[src/rtl/uart_dbus_bridge.sv]
// UART-to-dbus initiator bridge: parses R/W command frames from a byte stream,
// issues one dbus transaction per frame and returns the response bytes.
// Optional bus-ack timeout is built when UART_DBUS_BRIDGE_TIMEOUT_EN is defined.
//
// state   | meaning
// --------+----------------------------------------------------------
// S_IDLE  | waiting for a command byte; unknown commands answered NAK
// S_ADDR  | collecting 4 address bytes, LSB first
// S_WDATA | collecting 4 write-data bytes, LSB first (write only)
// S_BUS   | dbus request held until ack (or timeout when enabled)
// S_RESP  | returning read data (4 bytes), ACK, or timeout NAK
module uart_dbus_bridge #(
  parameter int TIMEOUT_CYCLES = 1024
) (
  input  logic        clk,
  input  logic        rst,
  input  logic [7:0]  rx_data_i,
  input  logic        rx_valid_i,
  output logic [7:0]  tx_data_o,
  output logic        tx_valid_o,
  input  logic        tx_ready_i,
  output logic        dbus_req_o,
  output logic        dbus_w_en_o,
  output logic [31:0] dbus_addr_o,
  output logic [31:0] dbus_w_data_o,
  input  logic [31:0] dbus_r_data_i,
  input  logic        dbus_ack_i,
  output logic        busy_o
);

  localparam logic [7:0] CMD_RD = 8'h52;
  localparam logic [7:0] CMD_WR = 8'h57;
  localparam logic [7:0] RSP_NAK = 8'h15;
  localparam logic [7:0] RSP_ACK = 8'h06;

  typedef enum logic [2:0] {
    S_IDLE  = 3'd0,
    S_ADDR  = 3'd1,
    S_WDATA = 3'd2,
    S_BUS   = 3'd3,
    S_RESP  = 3'd4
  } state_t;

  state_t      r_state, w_state_nxt;
  logic [1:0]  r_cnt, w_cnt_nxt;
  logic        r_is_write, w_is_write_nxt;
  logic        r_single, w_single_nxt;
  logic [31:0] r_addr, w_addr_nxt;
  logic [31:0] r_wdata, w_wdata_nxt;
  logic [31:0] r_rdata, w_rdata_nxt;
  logic [7:0]  r_tx_data, w_tx_data_nxt;
  logic        r_tx_valid, w_tx_valid_nxt;
  logic        w_tx_fire;
  logic [1:0]  w_cnt_inc;

`ifdef UART_DBUS_BRIDGE_TIMEOUT_EN
  localparam int TO_W = (TIMEOUT_CYCLES > 1) ? $clog2(TIMEOUT_CYCLES) : 1;
  localparam logic [TO_W-1:0] TO_LAST = TO_W'(TIMEOUT_CYCLES - 1);
  logic [TO_W-1:0] r_to_cnt, w_to_cnt_nxt;
`else
  localparam int unused_timeout_cycles = TIMEOUT_CYCLES;
`endif

  assign w_tx_fire = r_tx_valid & tx_ready_i;
  assign w_cnt_inc = r_cnt + 2'd1;

  always_ff @(posedge clk) begin
    if (rst) begin
      r_state    <= S_IDLE;
      r_cnt      <= 2'd0;
      r_is_write <= 1'b0;
      r_single   <= 1'b0;
      r_addr     <= 32'd0;
      r_wdata    <= 32'd0;
      r_rdata    <= 32'd0;
      r_tx_data  <= 8'd0;
      r_tx_valid <= 1'b0;
`ifdef UART_DBUS_BRIDGE_TIMEOUT_EN
      r_to_cnt   <= '0;
`endif
    end else begin
      r_state    <= w_state_nxt;
      r_cnt      <= w_cnt_nxt;
      r_is_write <= w_is_write_nxt;
      r_single   <= w_single_nxt;
      r_addr     <= w_addr_nxt;
      r_wdata    <= w_wdata_nxt;
      r_rdata    <= w_rdata_nxt;
      r_tx_data  <= w_tx_data_nxt;
      r_tx_valid <= w_tx_valid_nxt;
`ifdef UART_DBUS_BRIDGE_TIMEOUT_EN
      r_to_cnt   <= w_to_cnt_nxt;
`endif
    end
  end

  always_comb begin
    w_state_nxt    = r_state;
    w_cnt_nxt      = r_cnt;
    w_is_write_nxt = r_is_write;
    w_single_nxt   = r_single;
    w_addr_nxt     = r_addr;
    w_wdata_nxt    = r_wdata;
    w_rdata_nxt    = r_rdata;
    w_tx_data_nxt  = r_tx_data;
    w_tx_valid_nxt = r_tx_valid;
`ifdef UART_DBUS_BRIDGE_TIMEOUT_EN
    w_to_cnt_nxt   = r_to_cnt;
`endif

    // A pending NAK from IDLE may be accepted in any state; RESP overrides below.
    if (w_tx_fire) w_tx_valid_nxt = 1'b0;

    case (r_state)
      S_IDLE: begin
        if (rx_valid_i) begin
          if (rx_data_i == CMD_RD || rx_data_i == CMD_WR) begin
            w_is_write_nxt = (rx_data_i == CMD_WR);
            w_cnt_nxt      = 2'd0;
            w_state_nxt    = S_ADDR;
          end else begin
            w_tx_data_nxt  = RSP_NAK;
            w_tx_valid_nxt = 1'b1;
          end
        end
      end

      S_ADDR: begin
        if (rx_valid_i) begin
          w_addr_nxt[{r_cnt, 3'b000} +: 8] = rx_data_i;
          w_cnt_nxt = w_cnt_inc;
          if (r_cnt == 2'd3) begin
            w_cnt_nxt   = 2'd0;
            w_state_nxt = r_is_write ? S_WDATA : S_BUS;
`ifdef UART_DBUS_BRIDGE_TIMEOUT_EN
            w_to_cnt_nxt = '0;
`endif
          end
        end
      end

      S_WDATA: begin
        if (rx_valid_i) begin
          w_wdata_nxt[{r_cnt, 3'b000} +: 8] = rx_data_i;
          w_cnt_nxt = w_cnt_inc;
          if (r_cnt == 2'd3) begin
            w_cnt_nxt   = 2'd0;
            w_state_nxt = S_BUS;
`ifdef UART_DBUS_BRIDGE_TIMEOUT_EN
            w_to_cnt_nxt = '0;
`endif
          end
        end
      end

      S_BUS: begin
        if (dbus_ack_i) begin
          w_rdata_nxt    = r_is_write ? r_rdata : dbus_r_data_i;
          w_tx_data_nxt  = r_is_write ? RSP_ACK : dbus_r_data_i[7:0];
          w_tx_valid_nxt = 1'b1;
          w_single_nxt   = r_is_write;
          w_cnt_nxt      = 2'd0;
          w_state_nxt    = S_RESP;
`ifdef UART_DBUS_BRIDGE_TIMEOUT_EN
        end else if (r_to_cnt == TO_LAST) begin
          w_tx_data_nxt  = RSP_NAK;
          w_tx_valid_nxt = 1'b1;
          w_single_nxt   = 1'b1;
          w_cnt_nxt      = 2'd0;
          w_state_nxt    = S_RESP;
        end else begin
          w_to_cnt_nxt = r_to_cnt + 1'b1;
`endif
        end
      end

      S_RESP: begin
        w_tx_valid_nxt = r_tx_valid;
        if (w_tx_fire) begin
          if (r_single || r_cnt == 2'd3) begin
            w_tx_valid_nxt = 1'b0;
            w_cnt_nxt      = 2'd0;
            w_state_nxt    = S_IDLE;
          end else begin
            w_cnt_nxt     = w_cnt_inc;
            w_tx_data_nxt = r_rdata[{w_cnt_inc, 3'b000} +: 8];
          end
        end
      end

      default: w_state_nxt = S_IDLE;
    endcase
  end

  assign tx_data_o     = r_tx_data;
  assign tx_valid_o    = r_tx_valid;
  assign dbus_req_o    = (r_state == S_BUS);
  assign dbus_w_en_o   = r_is_write;
  assign dbus_addr_o   = r_addr;
  assign dbus_w_data_o = r_wdata;
  assign busy_o        = (r_state != S_IDLE);

endmodule

[config.mk]
export PLATFORM = sky130hd
export DESIGN_NAME = uart_dbus_bridge
export DESIGN_NICKNAME = d
export VERILOG_FILES = /design/src/rtl/uart_dbus_bridge.sv
export SDC_FILE = /design/constraint.sdc
export NUM_CORES = 1
export LEC_CHECK = 0
export ABC_CLOCK_PERIOD_IN_PS = 2550
export CORE_UTILIZATION = 30
export DETAILED_ROUTE_END_ITERATION = 10
export HOLD_SLACK_MARGIN = 0.12
export PLACE_DENSITY = 0.51
export SLEW_MARGIN = 20
export SYNTH_ARGS = -nofsm -noshare
export SYNTH_HDL_FRONTEND = slang
export SYNTH_SLANG_ARGS = --single-unit
[constraint.sdc]
create_clock -name clk -period 2.55 [get_ports clk]
set_input_delay 0.765 -clock clk [delete_from_list [all_inputs] [get_ports clk]]
set_output_delay 0.765 -clock clk [all_outputs]
set_load 0.01 [all_outputs]
# ---- Word level (Yosys, flattened, before mapping)
# Index checks and enable logic that the tools add are counted.
dict set report totals {
  register_bits 112
  latch_bits 0
  ramBits 0
  rom_bits 0
  elab_cells 86
  mem_count 0
}
dict set report op_classes {
  add_sub_neg 2
  n_mul 0
  div_mod_pow 0
  n_lt_le_gt_ge 0
  eq_ne 19
  shift 3
  n_mux 35
  bitwise_logic 2
  n_reduce_logical 16
}
# cell count
set ops {}
lappend ops {{32-bit bitwise mux} 2}
lappend ops {{8-bit two-way mux} 6}
lappend ops {{8-bit by 7-bit variable shift with 32-bit output (first input constant)} 1}
lappend ops {{32-bit by 6-bit variable part select with 8-bit output} 1}
lappend ops {{8-bit by 7-bit variable part select with 32-bit output} 1}
lappend ops {{3-bit two-way mux} 9}
lappend ops {{8-bit case mux with 3 select lines} 1}
lappend ops {{2-bit inequality test (second input constant)} 10}
lappend ops {{8-bit by 7-bit equality test with 1-bit output (second input constant)} 2}
lappend ops {{3-bit case mux with 5 select lines} 1}
lappend ops {{2-bit two-way mux} 7}
lappend ops {{6-bit AND reduction} 2}
lappend ops {{9-bit AND reduction} 1}
lappend ops {{2-bit case mux with 4 select lines} 1}
lappend ops {{2-bit AND reduction} 4}
lappend ops {{1-bit two-way mux} 7}
lappend ops {{5-bit negation with 7-bit output} 1}
lappend ops {{3-bit by 2-bit equality test with 1-bit output (second input constant)} 2}
lappend ops {{3-bit AND reduction} 2}
lappend ops {{3-bit nonzero test} 2}
lappend ops {{2-bit by 1-bit inequality test with 1-bit output (second input constant)} 2}
lappend ops {{4-bit nonzero test} 1}
lappend ops {{3-bit by 1-bit equality test with 1-bit output (second input constant)} 1}
lappend ops {{3-bit equality test (second input constant)} 1}
lappend ops {{8 further kinds} 9}

# ---- Longest topological paths before layout
# Gate-level depths: netlist (run 1).
dict set report logic_depth {
  depth_word 5
  depth_mapped 7
  ltp_nobuf 6
}

# ---- Worst setup path after synthesis (run 1)
# OpenSTA, ideal clock, no wires.
dict set report synth_path {
  path_kind {register -> register}
  start {register r_cnt[0]}
  end {register r_addr[18], in the netlist dbus_addr_o[18]}
  arrival_time_ns 1.891
  t_required_ns 2.480
  path_slack_ns 0.589
  path_stages_with_launch 8
  period_less_slack_ns 1.961
  cell_sequence {dfxtp_1 > inv_1 > ha_1 > buf_2 > nor3b_2 > buf_4 > nand3_1 > a21oi_1}
}
dict set report synth_between {
  elab_chain_len 3
  elab_cells_between_ends 4
  classes_between {add/sub (1); shift (2); mux (1)}
}
# item line
set synth_rtl {}
lappend synth_rtl {{start, declared} 45} ;# logic [1:0] r_cnt, w_cnt_nxt;
lappend synth_rtl {{start signal, assigned} 83} ;# r_cnt <= w_cnt_nxt;
lappend synth_rtl {{5-bit negation with 7-bit output (*)} 130} ;# w_addr_nxt[{r_cnt, 3'b000} +: 8] = rx_data_i;
lappend synth_rtl {{8-bit by 7-bit variable part select with 32-bit output / 8-bit by 7-bit variable shift with 32-bit output (equally long branches)} 130}
lappend synth_rtl {{32-bit bitwise mux (*)} 130}
lappend synth_rtl {{end signal, assigned} 86} ;# r_addr <= w_addr_nxt;
lappend synth_rtl {{end, declared} 48} ;# logic [31:0] r_addr, w_addr_nxt;
# Mark *: on every way between the ends. The rest lies on a longest branch, timed or not.
# A chain may end at the register's enable or synchronous reset.

# ---- Worst setup path after layout (run 1)
dict set report layout_path {
  start {register r_state[2]}
  end {output dbus_req_o}
}
dict set report layout_between {
  elab_chain_len 1
}
# item line
set layout_rtl {}
lappend layout_rtl {{start, declared} 44} ;# state_t r_state, w_state_nxt;
lappend layout_rtl {{start signal, assigned} 82} ;# r_state <= w_state_nxt;
lappend layout_rtl {{3-bit by 2-bit equality test with 1-bit output} 197} ;# assign dbus_req_o = (r_state == S_BUS);
lappend layout_rtl {{end, declared} 22} ;# output logic dbus_req_o,
# Every way passes these cells.

==> out/qor.txt, run 1 <==
status - complete, no violations
crit-path max FO - 10
layout net count - 722
count of clock tree sinks - 112
Period Utilization, post-route - 97.04%
Critical Path AT - 1.71 ns
floorplan core area - 15,830 µm²
die area - 16,620 µm²
count of input and output buffers - 120
crit path kind - reg -> out
GR Overflow Total - 0
worst clock skew - 0.006581 ns
Max-cap violations - 0
clock tree from TritonCTS - built
Mapped Nets - 615
worst hold slack - 0.4541 ns
number of primary I/O pins - 121
Hold Violations, Final - 0
Die X-Extent - 128.9 µm
required time of the critical path - 1.79 ns
proportion of register bits with asynchronous set or reset after synthesis - 0%
ratio of cells with drive above 1 in the final layout - 10.93%
average instance area after synthesis - 8.555 µm²
Post-Syn Area - 4833 µm²
first-pass iteration count of the detailed router - 5
Tightest Pin Transition - 0.6317 ns
via count of the first global-routing pass - 4,162
post-route ant nets - 0
total number of vias - 4,346
Hold/Removal Path Class - reg -> reg
number of standard-cell rows in the floorplan - 46
Sum Neg Setup Slack - 0 ns
number of storage elements in the synthesis netlist - 112
die height - 128.9 µm
Peak VDD IR - 0.0002755 V
CTS H-tree lvls - 3
Finished Cell Area - 6589 µm²
endpoint class of the critical path - primary output
Final Routed Wirelength - 14,410 µm
Yosys Warn Count - 0
Power, Total - 0.003542 W
total CTS buffers - 9
cell count after synthesis - 565
share of the yosys chip area belonging to registers - 46.39%
via density per instance - 4.867
post-placement cell area - 6260 µm²
count of pins over their slew limit - 0
placed wire-length estimate - 10,210 µm
Post-CTS Resized - 0
Iteration-0 DRC Markers - 275
clock slew at the register clock pins of the worst setup and hold paths - 0.07 ns
total power per unit cell area - 537.6 nW/µm²
Achievable Freq - 404.1 MHz
final period demand of the worst path - 2.474 ns
post-CTS setup buffers - 0
layout-stage area growth over the synthesis result - 36.32%
starting utilization of the core area - 30.54%
maximum clock insertion buffer count - 2
Post-synth EDFFs - 0
startpoint type of the worst setup path - register
DRC violation count after routing - 0
global routing usage summed across all routing layers - 17.64%
hold-fix buffer count after cts - 0
worst-skew pair later-pin latency - 0.36 ns
setup-violating endpoint count in the final report - 0
count of unique library cells instantiated by Yosys - 50
wire length of the first global-routing pass - 22,210 µm
flip-flop cell with the highest count after synthesis - sky130_fd_sc_hd__dfxtp_1
Routed WL per cell - 16.13 µm
antenna violations before repair - 0
max_slew headroom - 57.70%
GP Congestion - 0.7679
CTS root buf - sky130_fd_sc_hd__clkbuf_16
maximum number of pins on one net before global-route repair - 65
unrepaired setup endpoints after global routing - no
ANT cells - 0
leakage power - 2.197 nW
## metrics by stage
step	setup WS [ns]	std cells	util, %
detailed placement	0.1267	877	39.55
floorplan	0.5891	565	-
global route	0.001858	893	41.63
CTS	0.03377	893	41.63
global placement	0.1644	877	39.55
finish	0.07557	893	41.63
## layout make-up
type                       instances  area (µm²)
clock buffer                       9       225.2
clock inverter                     7       103.9
fill                            1596        9239
inverter                           6       22.52
multi-input combinational        399        2321
sequential                       112        2242
tap                              216       270.3
timing repair buffer             144        1404
## synthesized netlist by cell type, drive strengths merged, types with 6 or more instances
cell type | count | area [µm²]
mux4 | 8 | 180.2
inv | 6 | 22.52
mux2i | 7 | 70.07
nand3 | 55 | 275.3
nand2 | 131 | 491.7
and4bb | 7 | 87.58
and2 | 7 | 43.79
clkbuf | 20 | 75.07
buf | 28 | 175.2
a22oi | 21 | 157.7
a31oi | 6 | 37.54
dfxtp | 112 | 2242
nor2 | 21 | 78.83
a21oi | 85 | 425.4
## worst max-delay path: stages (launching register included)
cell and delay, ns:
sky130_fd_sc_hd__dfxtp_1 0.42, sky130_fd_sc_hd__nand3b_1 0.27, sky130_fd_sc_hd__inv_2 0.12, sky130_fd_sc_hd__clkdlybuf4s50_1 0.55
## final timing paths
check | from | to | slack, ns | depth (start not counted)
hold reg to reg | r_rdata[25] | r_rdata[25] | 0.45 | 2
hold / removal | r_rdata[25] | r_rdata[25] | 0.45 | 2
setup reg to reg | r_cnt[1] | tx_data_o[7] | 0.48 | 6
setup / recovery | r_state[2] | dbus_req_o | 0.08 | 3
## layer usage
| layer | up-vias | wire length [µm] | global-route usage, % |
|---|---|---|---|
| met5 | - | 0 | 0 |
| met3 | 17 | 478 | 2.495 |
| li1 | 2185 | - | - |
| met4 | 0 | 308 | 7.612 |
| met1 | 2055 | 6763 | 23.59 |
| met2 | 89 | 6855 | 28.39 |
## registers in the layout, indices dropped and copies added (netlist names)
register	cells
r_rdata	32
r_state	3
dbus_w_en_o	1
dbus_addr_o	32
r_single	1
tx_data_o	8
r_cnt	2
tx_valid_o	1
dbus_w_data_o	32
## layout by cell type, fill, tap and decap left out, drive strengths merged, types with 2 or more instances in the layout
cell,n
nand2,131
clkdlybuf4s50,119
dfxtp,112
a21oi,85
nand3,55
buf,25
a22oi,21
nor2,21
clkbuf,9
mux4,8
inv,8
and4bb,7
mux2i,7
and2,7
a31oi,6
o21ai,5
ha,5
nand4,4
nor3b,4
nor2b,3
a211oi,3
and3,3
nand2b,2
o221ai,2
bufinv,2
clkinvlp,2
nor3,2
a211o,2
nor4,2
## power by group
part,switching [W],internal (W),total (W)
registers,0.00000703,0.00176,0.00176
logic,0.000106,0.000111,0.000217
clock network,0.000688,0.000874,0.00156
total,0.000801,0.00274,0.00354
## cell families (layout without fill, tap and decap cells)
family                   Yosys count  in the layout  share of synthesized area (%)
adder cells (fa/ha/maj)            5              5                          1.294
AND/OR/NAND/NOR                  246            246                          24.88
buffers and inverters             54            166                          5.643
flip-flops                       112            112                          46.39
AO/OA/AOI/OAI                    130            130                          16.02
XOR/XNOR                           2              2                         0.3625
multiplexers                      16             16                          5.410
No activity file was read; power rests on OpenSTA's default activity.
==> run 2: changes to the inputs <==
--- a/config.mk
+++ b/config.mk
@@ -6,6 +6,8 @@
 export NUM_CORES = 1
 export LEC_CHECK = 0
 export ABC_CLOCK_PERIOD_IN_PS = 2550
+export CORE_ASPECT_RATIO = 1.1
+export CORE_MARGIN = 10
 export CORE_UTILIZATION = 30
 export DETAILED_ROUTE_END_ITERATION = 10
 export HOLD_SLACK_MARGIN = 0.12
==> out/qor.txt, run 2 (synthesized netlist as in run 1, its figures left out) <==
worst slack at placement - 0.09558 ns (-0.03116 ns)
worst-skew pair later-pin latency - 0.36 ns (about the same)
floorplan core area - 15,740 µm² (-0.59%)
commonest cells after routing, fill and taps aside - sky130_fd_sc_hd__nand2_1, sky130_fd_sc_hd__clkdlybuf4s50_1, sky130_fd_sc_hd__dfxtp_1
Filler Cell Count - 1,598 (+0.13%)
count of input and output buffers - 120 (unchanged)
post-CTS setup buffers - 0 (unchanged)
number of primary I/O pins - 121 (unchanged)
max_slew headroom - 55.11% (-2.6 points)
count of clock tree sinks - 112 (unchanged)
Sum Neg Setup Slack - 0 ns (unchanged)
Achievable Freq - 406.4 MHz (+0.56%)
final core utilization - 41.48% (-0.15 points)
CTS H-tree lvls - 3 (unchanged)
count of pins over their slew limit - 0 (unchanged)
required time of the critical path - 1.79 ns (about the same)
antenna violations before repair - 0 (unchanged)
maximum clock insertion buffer count - 2 (unchanged)
top layer reached by signal wires - met4
clock slew at the register clock pins of the worst setup and hold paths - 0.08 ns (about the same)
footprint of the multi-input gates - 2321 µm² (unchanged)
layout net count - 723 (+0.14%)
die area - 21,590 µm² (+30%)
die height - 153.1 µm (+19%)
layout-stage area growth over the synthesis result - 35.02%
Tightest Pin Transition - 0.6734 ns (+0.04164 ns)
wire length of the first global-routing pass - 24,010 µm (+8.1%)
startpoint type of the worst setup path - register
total power per unit cell area - 516.9 nW/µm² (-3.9%)
worst clock skew - 0.01063 ns (+0.004048 ns)
Critical Path AT - 1.70 ns (about the same)
via count of the first global-routing pass - 4,250 (+2.1%)
ratio of cells with drive above 1 in the final layout - 11.21% (+0.28 points)
Met1 Wirelength - 6855 µm (+1.4%)
crit path kind - reg -> out
most common library cell in the layout ignoring fill and taps - sky130_fd_sc_hd__nand2_1
maximum number of pins on one net before global-route repair - 65 (unchanged)
CTS root buf - sky130_fd_sc_hd__clkbuf_16
number of cell instances on the worst register-to-register path - 6 (unchanged)
leakage power - 2.177 nW (-0.90%)
global routing usage summed across all routing layers - 13.82% (-3.8 points)
via density per instance - 5.000 (+2.7%)
Worst Min Path Start - r_rdata[15]
Hold/Removal Path Class - reg -> reg
worst flop-to-flop path endpoint - tx_data_o[0]
Iteration-0 DRC Markers - 319 (+16%)
setup-violating endpoint count in the final report - 0 (unchanged)
clock tree from TritonCTS - built
total number of vias - 4,390 (+1.0%)
GR Overflow Total - 0 (unchanged)
met2 wire length - 7422 µm (+8.3%)
ANT cells - 0 (unchanged)
Die X-Extent - 141.0 µm (+9.4%)
placed wire-length estimate - 11,270 µm (+10%)
total CTS buffers - 9 (unchanged)
first-pass iteration count of the detailed router - 5 (unchanged)
status - complete, no violations
Max-cap violations - 0 (unchanged)
Routed WL per cell - 17.64 µm (+9.3%)
DRC violation count after routing - 0 (unchanged)
end point of the worst hold path - r_rdata[15]
GP Congestion - 0.7780 (+1.3%)
number of standard-cell rows in the floorplan - 48 (+4.3%)
post-route ant nets - 0 (unchanged)
endpoint class of the critical path - primary output
starting utilization of the core area - 30.72% (+0.18 points)
final period demand of the worst path - 2.461 ns (-0.01382 ns)
WHS Path Cells - 2 (unchanged)
Final Routed Wirelength - 15,490 µm (+7.5%)
Period Utilization, post-route - 96.49% (-0.54 points)
Peak VDD IR - 0.0002837 V (+3.0%)
unrepaired setup endpoints after global routing - no
slack of the critical path - 0.08939 ns (+0.01382 ns)
Hold Violations, Final - 0 (unchanged)
amount of wire on met3 after detailed routing - 936 µm (+96%)
worst reg2reg path startpoint - r_cnt[1]
sequential cell area in the final layout - 2243 µm² (about the same)
crit-path max FO - 5 (-5)
flop2flop setup slack - 0.54 ns (+0.06 ns)
## run 2: critical path, stage by stage, from the launching register on
cell and delay, ns:
sky130_fd_sc_hd__dfxtp_1 0.43, sky130_fd_sc_hd__nand3b_1 0.20, sky130_fd_sc_hd__inv_2 0.16, sky130_fd_sc_hd__clkdlybuf4s50_1 0.55
## run 2: stage by stage
stage	instance area (µm²)	total power [W]	hold slack [ns]	std cells
floorplan	4833	0.001885	0.4331	565
global placement	6235	0.002022	0.4399	862
detailed placement	6235	0.002023	0.4467	862
CTS	6525	0.003405	0.4572	878
global route	6526	0.003490	0.4760	878
finish	6526	0.003373	0.4559	878
## run 2: timing repair
action,in CTS,in global routing
gates resized for setup,0,1
endpoints found under the setup margin,0,2
hold buffers,0,0
## run 2: how the worst max path moves through the flow
| stage | startpoint | endpoint | cells after the start |
|---|---|---|---|
| 2_1_floorplan | r_cnt[0] | dbus_addr_o[18] | 7 |
| 3_3_place_gp | rx_data_i[4] | tx_data_o[1] | 5 |
| 3_5_place_dp | rx_data_i[4] | tx_data_o[1] | 5 |
| 4_1_cts | r_state[1] | dbus_req_o | 3 |
| 5_1_grt | r_state[2] | busy_o | 3 |
| 6_report | r_state[0] | dbus_req_o | 3 |
## run 2: cell type report
cell class	count	area share, %
clock buffers	10	3.662
repair buffers	145	21.43
flip-flops and latches	112	34.37
inverters	6	0.3451
clock inverters	6	0.7860
well taps	200	3.834
multi-input cells	399	35.56
## run 2: power by group
part / internal (W) / switching [W] / total [W] / leakage [nW]
registers: 0.00176 / 0.00000754 / 0.00176 / 0.904
clock network: 0.000703 / 0.000688 / 0.00139 / 0.133
logic: 0.000109 / 0.000109 / 0.000218 / 1.14
total: 0.00257 / 0.000804 / 0.00337 / 2.18
## run 2: metal layers
metal / vias up / track usage (%)
li1: 2179 / -
met1: 2079 / 17.51
met2: 116 / 22.01
met3: 16 / 3.440
met4: 0 / 5.217
met5: - / 0
